**config.mk**
```make
export PLATFORM = sky130hd
export DESIGN_NAME = multi_timer
export DESIGN_NICKNAME = d
export VERILOG_FILES = /design/src/rtl/timer_pkg.sv /design/src/rtl/tick_divider.sv /design/src/rtl/multi_timer.sv
export SDC_FILE = /design/constraint.sdc
export NUM_CORES = 1
export LEC_CHECK = 0
export BUFFER_PORTS_ARGS = -buffer_cell sky130_fd_sc_hd__buf_2
export CORE_MARGIN = 4
export CORE_UTILIZATION = 63
export CTS_BUF_LIST = sky130_fd_sc_hd__clkbuf_4 sky130_fd_sc_hd__clkbuf_8
export CTS_CLUSTER_SIZE = 28
export DETAILED_ROUTE_END_ITERATION = 8
export HOLD_SLACK_MARGIN = 0.1
export PLACE_DENSITY = 0.95
export SYNTH_ARGS = -nofsm -noshare
export SYNTH_HDL_FRONTEND = slang
export SYNTH_HIERARCHICAL = 1
export SYNTH_SLANG_ARGS = --single-unit
```
**constraint.sdc**
```tcl
create_clock -name clk -period 2.6 [get_ports clk]
set_input_delay 0.13 -clock clk [delete_from_list [all_inputs] [get_ports clk]]
set_output_delay 0.13 -clock clk [all_outputs]
set_load 0.01 [all_outputs]
```
**src/rtl/timer_pkg.sv**
```systemverilog
// Shared types and elaboration helpers for the multi-channel countdown timer.
package timer_pkg;

  typedef enum logic {CH_IDLE, CH_RUN} ch_state_t;

  // Clock cycles per tick; 0 flags an unusable tick rate.
  function automatic int unsigned calc_div(input int unsigned clk_hz, input int unsigned tick_hz);
    if (tick_hz == 0) return 0;
    return clk_hz / tick_hz;
  endfunction

endpackage

```
**src/rtl/tick_divider.sv**
```systemverilog
// Free-running prescaler: emits a one-cycle tick when it wraps from DIV-1 to 0.
module tick_divider #(
  parameter int unsigned DIV = 10
) (
  input  logic clk,
  input  logic reset,
  input  logic clear,
  input  logic en,
  output logic tick
);

  localparam int unsigned DIV_W = (DIV > 1) ? $clog2(DIV) : 1;
  localparam logic [DIV_W-1:0] LAST = DIV_W'(DIV - 1);

  logic [DIV_W-1:0] pre_q;
  logic [DIV_W-1:0] pre_d;

  always_comb begin
    pre_d = pre_q;
    if (clear) begin
      pre_d = '0;
    end else if (en) begin
      pre_d = (pre_q == LAST) ? '0 : pre_q + DIV_W'(1);
    end
  end

  always_ff @(posedge clk or posedge reset) begin
    if (reset) begin
      pre_q <= '0;
    end else begin
      pre_q <= pre_d;
    end
  end

  // A clear on the same edge (start/stop) swallows the tick.
  assign tick = en && !clear && (pre_q == LAST);

endmodule

```
**src/rtl/multi_timer.sv**
```systemverilog
// N_CH independent countdown timers with one-shot/periodic modes, hold and stop.
module multi_timer
  import timer_pkg::*;
#(
  parameter int unsigned CLK_FREQ_HZ = 50_000_000,
  parameter int unsigned TICK_HZ     = 1,
  parameter int unsigned N_CH        = 4,
  parameter int unsigned CNT_W       = 8
) (
  input  logic                    clk,
  input  logic                    reset,
  input  logic [N_CH-1:0]         start,
  input  logic [N_CH-1:0]         stop,
  input  logic [N_CH-1:0]         hold,
  input  logic [N_CH-1:0]         periodic,
  input  logic [N_CH*CNT_W-1:0]   load_val,
  output logic [N_CH*CNT_W-1:0]   count,
  output logic [N_CH-1:0]         running,
  output logic [N_CH-1:0]         expired
);

  localparam int unsigned DIV = calc_div(CLK_FREQ_HZ, TICK_HZ);

  if (DIV < 2 || (DIV * TICK_HZ) != CLK_FREQ_HZ) begin : g_bad_div
    $error("multi_timer: CLK_FREQ_HZ/TICK_HZ must be an integer >= 2");
  end
  if (N_CH < 1) begin : g_bad_nch
    $error("multi_timer: N_CH must be >= 1");
  end

  for (genvar i = 0; i < N_CH; i++) begin : g_ch
    ch_state_t        state_q, state_d;
    logic [CNT_W-1:0] cnt_q, cnt_d;
    logic [CNT_W-1:0] reload_q, reload_d;
    logic             mode_q, mode_d;
    logic             exp_q, exp_d;
    logic             clear, en, tick, run_o;
    logic [CNT_W-1:0] ld;

    assign ld = load_val[i*CNT_W +: CNT_W];

    tick_divider #(.DIV(DIV)) u_div (
      .clk   (clk),
      .reset (reset),
      .clear (clear),
      .en    (en),
      .tick  (tick)
    );

    always_ff @(posedge clk or posedge reset) begin
      if (reset) begin
        state_q  <= CH_IDLE;
        cnt_q    <= '0;
        reload_q <= '0;
        mode_q   <= 1'b0;
        exp_q    <= 1'b0;
      end else begin
        state_q  <= state_d;
        cnt_q    <= cnt_d;
        reload_q <= reload_d;
        mode_q   <= mode_d;
        exp_q    <= exp_d;
      end
    end

    // Priority: stop > start > hold > tick. Zero load behaves as stop.
    always_comb begin
      state_d  = state_q;
      cnt_d    = cnt_q;
      reload_d = reload_q;
      mode_d   = mode_q;
      exp_d    = 1'b0;
      clear    = 1'b0;
      if (stop[i] || (start[i] && ld == '0)) begin
        state_d = CH_IDLE;
        cnt_d   = '0;
        clear   = 1'b1;
      end else if (start[i]) begin
        state_d  = CH_RUN;
        cnt_d    = ld;
        reload_d = ld;
        mode_d   = periodic[i];
        clear    = 1'b1;
      end else if (tick) begin
        if (cnt_q == CNT_W'(1)) begin
          exp_d = 1'b1;
          if (mode_q) begin
            cnt_d = reload_q;
          end else begin
            cnt_d   = '0;
            state_d = CH_IDLE;
          end
        end else begin
          cnt_d = cnt_q - CNT_W'(1);
        end
      end
    end

    always_comb begin
      run_o = (state_q == CH_RUN);
      en    = run_o && !hold[i];
    end

    assign count[i*CNT_W +: CNT_W] = cnt_q;
    assign running[i]              = run_o;
    assign expired[i]              = exp_q;
  end

endmodule

```
# After elaboration in Yosys (flattened, before gate mapping)
# Index checks and enable logic that the tools add are counted.
# totals
regBits	180
in_bits	50
output_inout_bits	40
elab_cells	176
# classes
addsub	8
n_eq_ne	12
n_mux	76
bitwise_logic	4
reduce_logical	52
# ops
op	count
2-to-1 mux 26 bit	12
2-to-1 mux 8 bit	20
adder 26 x 1 -> 26 bit, second input constant	4
equality test 26 bit, second input constant	4
2-to-1 mux 1 bit	44
equality test 8 x 1 -> 1 bit, second input constant	4
zero test 8 bit	4
subtractor 8 x 1 -> 8 bit, second input constant	4
nonzero test 3 bit	8
logical AND 1 bit	16
!= test 3 x 2 -> 1 bit, second input constant	4
AND reduction 3 bit	4
zero test 1 bit	8
AND reduction 2 bit	4
nonzero test 2 bit	4
logical OR 1 bit	4
inverter 1 bit	4

# Depth between registers and ports, before layout
# logic_depth
depth_word	10
ltp_mapped	11
depth_no_buf	9

# Cells and area by module
# Netlist, hierarchy kept.
# modules_own_cells
module	instances	cells_per_inst	area_per_inst_um2	seq_area_each_um2
tick_divider (g_ch[0].u_div ...)	3	211	1754.2	650.6
multi_timer	1	515	4362.9	1901.8
tick_divider (g_ch[3].u_div)	1	179	1611.5	650.6

# Worst setup path before layout
# No wires, ideal clock.
# synth_timing
path_kind	reg2reg
from	reg g_ch[0].u_div.pre_q[13]
to	reg g_ch[0].cnt_q[5]
setup_time_ns	0.141
t_arrival_ns	2.249
t_required_ns	2.459
slack_ns	0.209
stages_incl_launch_ff	9
path_buffers	1
synth_period_minus_slack_ns	2.391
path_cell_list	dfrtp_1 > and4_1 > clkbuf_1 > nand4_1 > nor3_1 > inv_1 > or4_1 > a21oi_1 > a221oi_1
# synth_via
elab_chain_len	3
# synth_lines
element	line	text
from (decl)	tick_divider.sv:15	logic [DIV_W-1:0] pre_q;
from (signal assigned)	tick_divider.sv:31	pre_q <= pre_d;
equality test 26 bit	tick_divider.sv:36	assign tick = en && !clear && (pre_q == LAST);
logical AND 1 bit	tick_divider.sv:36	
via g_ch[0].tick	multi_timer.sv:37	logic clear, en, tick, run_o;
nonzero test 3 bit (no line)	-	
to (signal assigned)	multi_timer.sv:59	cnt_q <= cnt_d;
to (decl)	multi_timer.sv:33	logic [CNT_W-1:0] cnt_q, cnt_d;
# The timed path passes the listed nets, and every way through them passes these cells.
# A chain may end at the register's enable or synchronous reset.

# Final worst setup path
# layout_timing
from	reg g_ch[3].u_div.pre_q[24]
to	reg g_ch[3].cnt_q[2]
# layout_via
elab_chain_len	3
# layout_lines
element	line
from (decl)	tick_divider.sv:15
from (signal assigned)	tick_divider.sv:31
equality test 26 bit	tick_divider.sv:36
logical AND 1 bit	tick_divider.sv:36
via g_ch[3].tick	multi_timer.sv:37
nonzero test 3 bit (no line)	-
to (signal assigned)	multi_timer.sv:59
to (decl)	multi_timer.sv:33
# The timed path passes the listed nets, and every way through them passes these cells.

==> run_results.csv <==
group,metric,value,unit
outcome,status,"finished clean",
sta,grt_setup_unrepaired,"false",
pwr,leakagePower,0.00541,uW
clocking,cts_root_buffer,"clkbuf_8",
sta,hold_viol,0,
worst_setup_path,cp_slowest_stage_delay,590,ps
grt,overflow,0,
worst_setup_path,endpoint_kind,"flip-flop",
synthesis,synth_warnings,6,
clocking,cts_tree,"yes",
die,start_util,64.5,%
routing,viasPerCell,6.80,
placement,port_buffers,89,
grt,grt_usage,32.1,%
routing,first_pass_iters,6,
die,std_cell_rows,48,
die,die_area,20000,sq um
worst_hold_path,min_to,"g_ch[3].u_div/pre_q[1]",
sta,maxSlewViolCount,0,
synthesis,synthesis.area,11200,sq um
worst_hold_path,worstHoldStart,"hold[3]",
routing,routed_wl,32100,microns
synthesis,synth_top_area_share,40.1,%
placement,dp_hpwl,20500,microns
pwr,seq_power_share,53.0,%
final_layout,syn2layout_area_growth,14.6,%
sta,period_needed,2500,ps
worst_setup_path,timing.rr.end,"g_ch[3].cnt_q[2]",
worst_hold_path,hp-class,"input pin to flip-flop",
synthesis,yosysMostFrequentCell,"nand2_1",
sta,finalSetupTns,0,ps
routing,drc,0,
clocking,worstSkewPairLatency,490,ps
final_layout,final_nets,1509,
die,die_w,142,microns
pwr,combPwrFrac,13.3,%
worst_hold_path,hold_path_depth,5,
clocking,numCtsBuffers,17,
synthesis,synth-edff-count,0,
grt,grt_pass1_wl,53600,microns
sta,max_freq,0.400,GHz
worst_setup_path,required,2980,ps
synthesis,ys.flop_type,"dfrtp_1",
sta,worst_slew_pin_slew,1040,ps
pwr,switching_share,31.4,%
routing,vias,11500,
grt,antenna_found_initial,4,
clocking,cts_buffer_depth,2,
run,cap_violations,0,
worst_setup_path,regToRegSetupSlack,100,ps
pwr,ir_drop,0.386,mV
synthesis,synth.area.top_cells,"dfrtp_1 40%, nand2_1 6.0%, nor2_1 4.0%",
routing,wl_per_cell,19.0,microns
synthesis,synth_nets,1389,
worst_setup_path,crit_path_cell_trace,"or4b_1 > nor4_4 > nand2_2 > nor3_4 > buf_4 > or3_1 > o21ai_0 > a311oi_1",
worst_setup_path,timing.critical_path.buf_inv,1,
worst_setup_path,rr_worst_depth,8,
worst_setup_path,worstSetupPathType,"flip-flop to flip-flop",
synthesis,yosysUniqueCellTypes,81,
worst_setup_path,cp-start-kind,"flip-flop",
pwr,p_per_area,445,nW/um^2
sta,min_period_over_period,96.1,%
die,core_area,17400,sq um
die,dieHeight,142,microns
synthesis,ys_seq_area_share,40.1,%
worst_setup_path,crit_slowest_cell,"or4b_1",
grt,grt_max_degree,41,
clocking,htreeDepth,4,
sta,setup_violations,0,
final_layout,seq_area,4500,sq um
synthesis,yosys-top-cells-count,"181 x nand2_1, 180 x dfrtp_1, 121 x nor2_1",
worst_setup_path,worstReg2RegStart,"g_ch[3].u_div/pre_q[24]",
final_layout,fillers,1189,
synthesis,synth-seq-cells,180,
pwr,clkPwrFrac,33.6,%
final_layout,drive_above_1_share,15.1,%
grt,grt_pass1_vias,11100,
sta,fin_skew,15.3,ps
synthesis,avgSynthCellArea,8.47,sq um
die,ioPinCount,90,
placement,routabilityCongestion,0.924,
sta,relSlewSlack,30.7,%
pwr,switching_power,1800,uW
synthesis,syn_inst,1327,
clocking,cts_sinks,180,
worst_setup_path,critPathTopFamily,"simple AND/OR/NAND/NOR gates",
final_layout,multi_input_area,6170,sq um
synthesis,async_flop_share,100,%
synthesis,yosys.area.top_type,"dfrtp_1",
worst_setup_path,cp.arrival,2870,ps
pwr,power.total,5730,uW
routing,drt_iter0_drc,1266,
pwr,internal_power,3930,uW
worst_setup_path,path_max_fanout,8,
clocking,clkTransAtPathRegs,110,ps
routing,ant_nets,0,
-- flip-flops by register name, summed over array words and instances (netlist names) --
name,count
g_ch.cnt_q,32
g_ch.exp_q,4
g_ch.mode_q,4
g_ch.reload_q,32
g_ch.run_o,4
g_ch.u_div/pre_q,104
-- tightest hold or removal path, stage by stage --
cell	delay, ps
buf_2	70
nor2b_1	30
buf_4	180
nand3_1	100
a21oi_1	70
-- worst max-delay path by stage --
stage / startpoint / to / cells past startpoint
2_1_floorplan: g_ch[0].u_div/pre_q[13] / g_ch[0].cnt_q[5] / 8
3_3_place_gp: g_ch[3].u_div/pre_q[16] / g_ch[3].cnt_q[1] / 8
3_5_place_dp: g_ch[3].u_div/pre_q[16] / g_ch[3].cnt_q[2] / 8
4_1_cts: g_ch[3].u_div/pre_q[16] / g_ch[3].cnt_q[2] / 8
5_1_grt: g_ch[3].u_div/pre_q[7] / g_ch[3].cnt_q[2] / 8
6_report: g_ch[3].u_div/pre_q[24] / g_ch[3].cnt_q[2] / 8
-- power groups by stage --
| stage | logic [uW] | registers, uW | clock network, uW |
|---|---|---|---|
| CTS | 732 | 3030 | 1940 |
| finish | 765 | 3040 | 1930 |
| detailed placement | 668 | 3080 | 0 |
| global route | 837 | 3050 | 2070 |
| global placement | 646 | 3080 | 0 |
| floorplan | 472 | 3040 | 0 |
-- layout by cell type, fill, tap and decap left out, types with 43 or more instances in the layout --
master and count:
o21ai_0 43, buf_4 44, nand4_1 62, inv_1 54, nand2_1 181, nor2_1 121
a21oi_1 53, dlygate4sd3_1 51, buf_2 89, nor3_1 50, nand3_1 68, dfrtp_1 180
-- layer usage --
layer / vias to the layer above / routed length [microns] / global-route usage, %
met5: - / 12 / 0
met4: 2 / 1100 / 13.4
met3: 140 / 2940 / 7.25
met2: 764 / 15900 / 53.8
met1: 5437 / 12200 / 40.2
li1: 5145 / - / -
-- layout make-up --
cell class	count	share of cell area, %
sequential	180	35.0
antenna	5	0.0972
inverter	56	1.64
timing repair buffer	185	10.1
clock buffer	17	1.82
clock inverter	15	1.21
multi-input combinational	1007	47.9
tap	225	2.19
-- metrics by stage --
| stage | instances | area, sq um | util (%) | setup WS (ps) | hold slack [ps] |
|---|---|---|---|---|---|
| 2_1_floorplan | 1327 | 11200 | - | 209 | 170 |
| 3_3_place_gp | 1600 | 11900 | 68.5 | 271 | 325 |
| 5_1_grt | 1688 | 12900 | 73.9 | 3.24 | 131 |
| 3_5_place_dp | 1600 | 11900 | 68.5 | -48.4 | 325 |
| 4_1_cts | 1683 | 12800 | 73.7 | 67.0 | 108 |
| 6_report | 1690 | 12900 | 73.9 | 103 | 136 |
-- kinds of logic (layout without fill, tap and decap cells) --
kind of cell,after synthesis,count (layout),share of synthesized area [%]
xor gates and xnor gates,30,30,2.34
buffers and inverters,140,273,5.22
muxes,23,23,2.18
adders and majority gates,12,12,1.34
AOI/OAI and AO/OA,263,263,16.4
other,0,5,0
and+or+nand+nor,679,679,32.4
DFF,180,180,40.1
-- what timing repair did --
action | CTS | global route
pin swaps | 0 | 3
endpoints found under the setup margin | 1 | 5
gates resized for setup | 1 | 2
hold endpoints to repair | 221 | 0
buffers inserted | 0 | 2
hold buffers | 51 | 0
No activity file was read; power rests on OpenSTA's default activity.
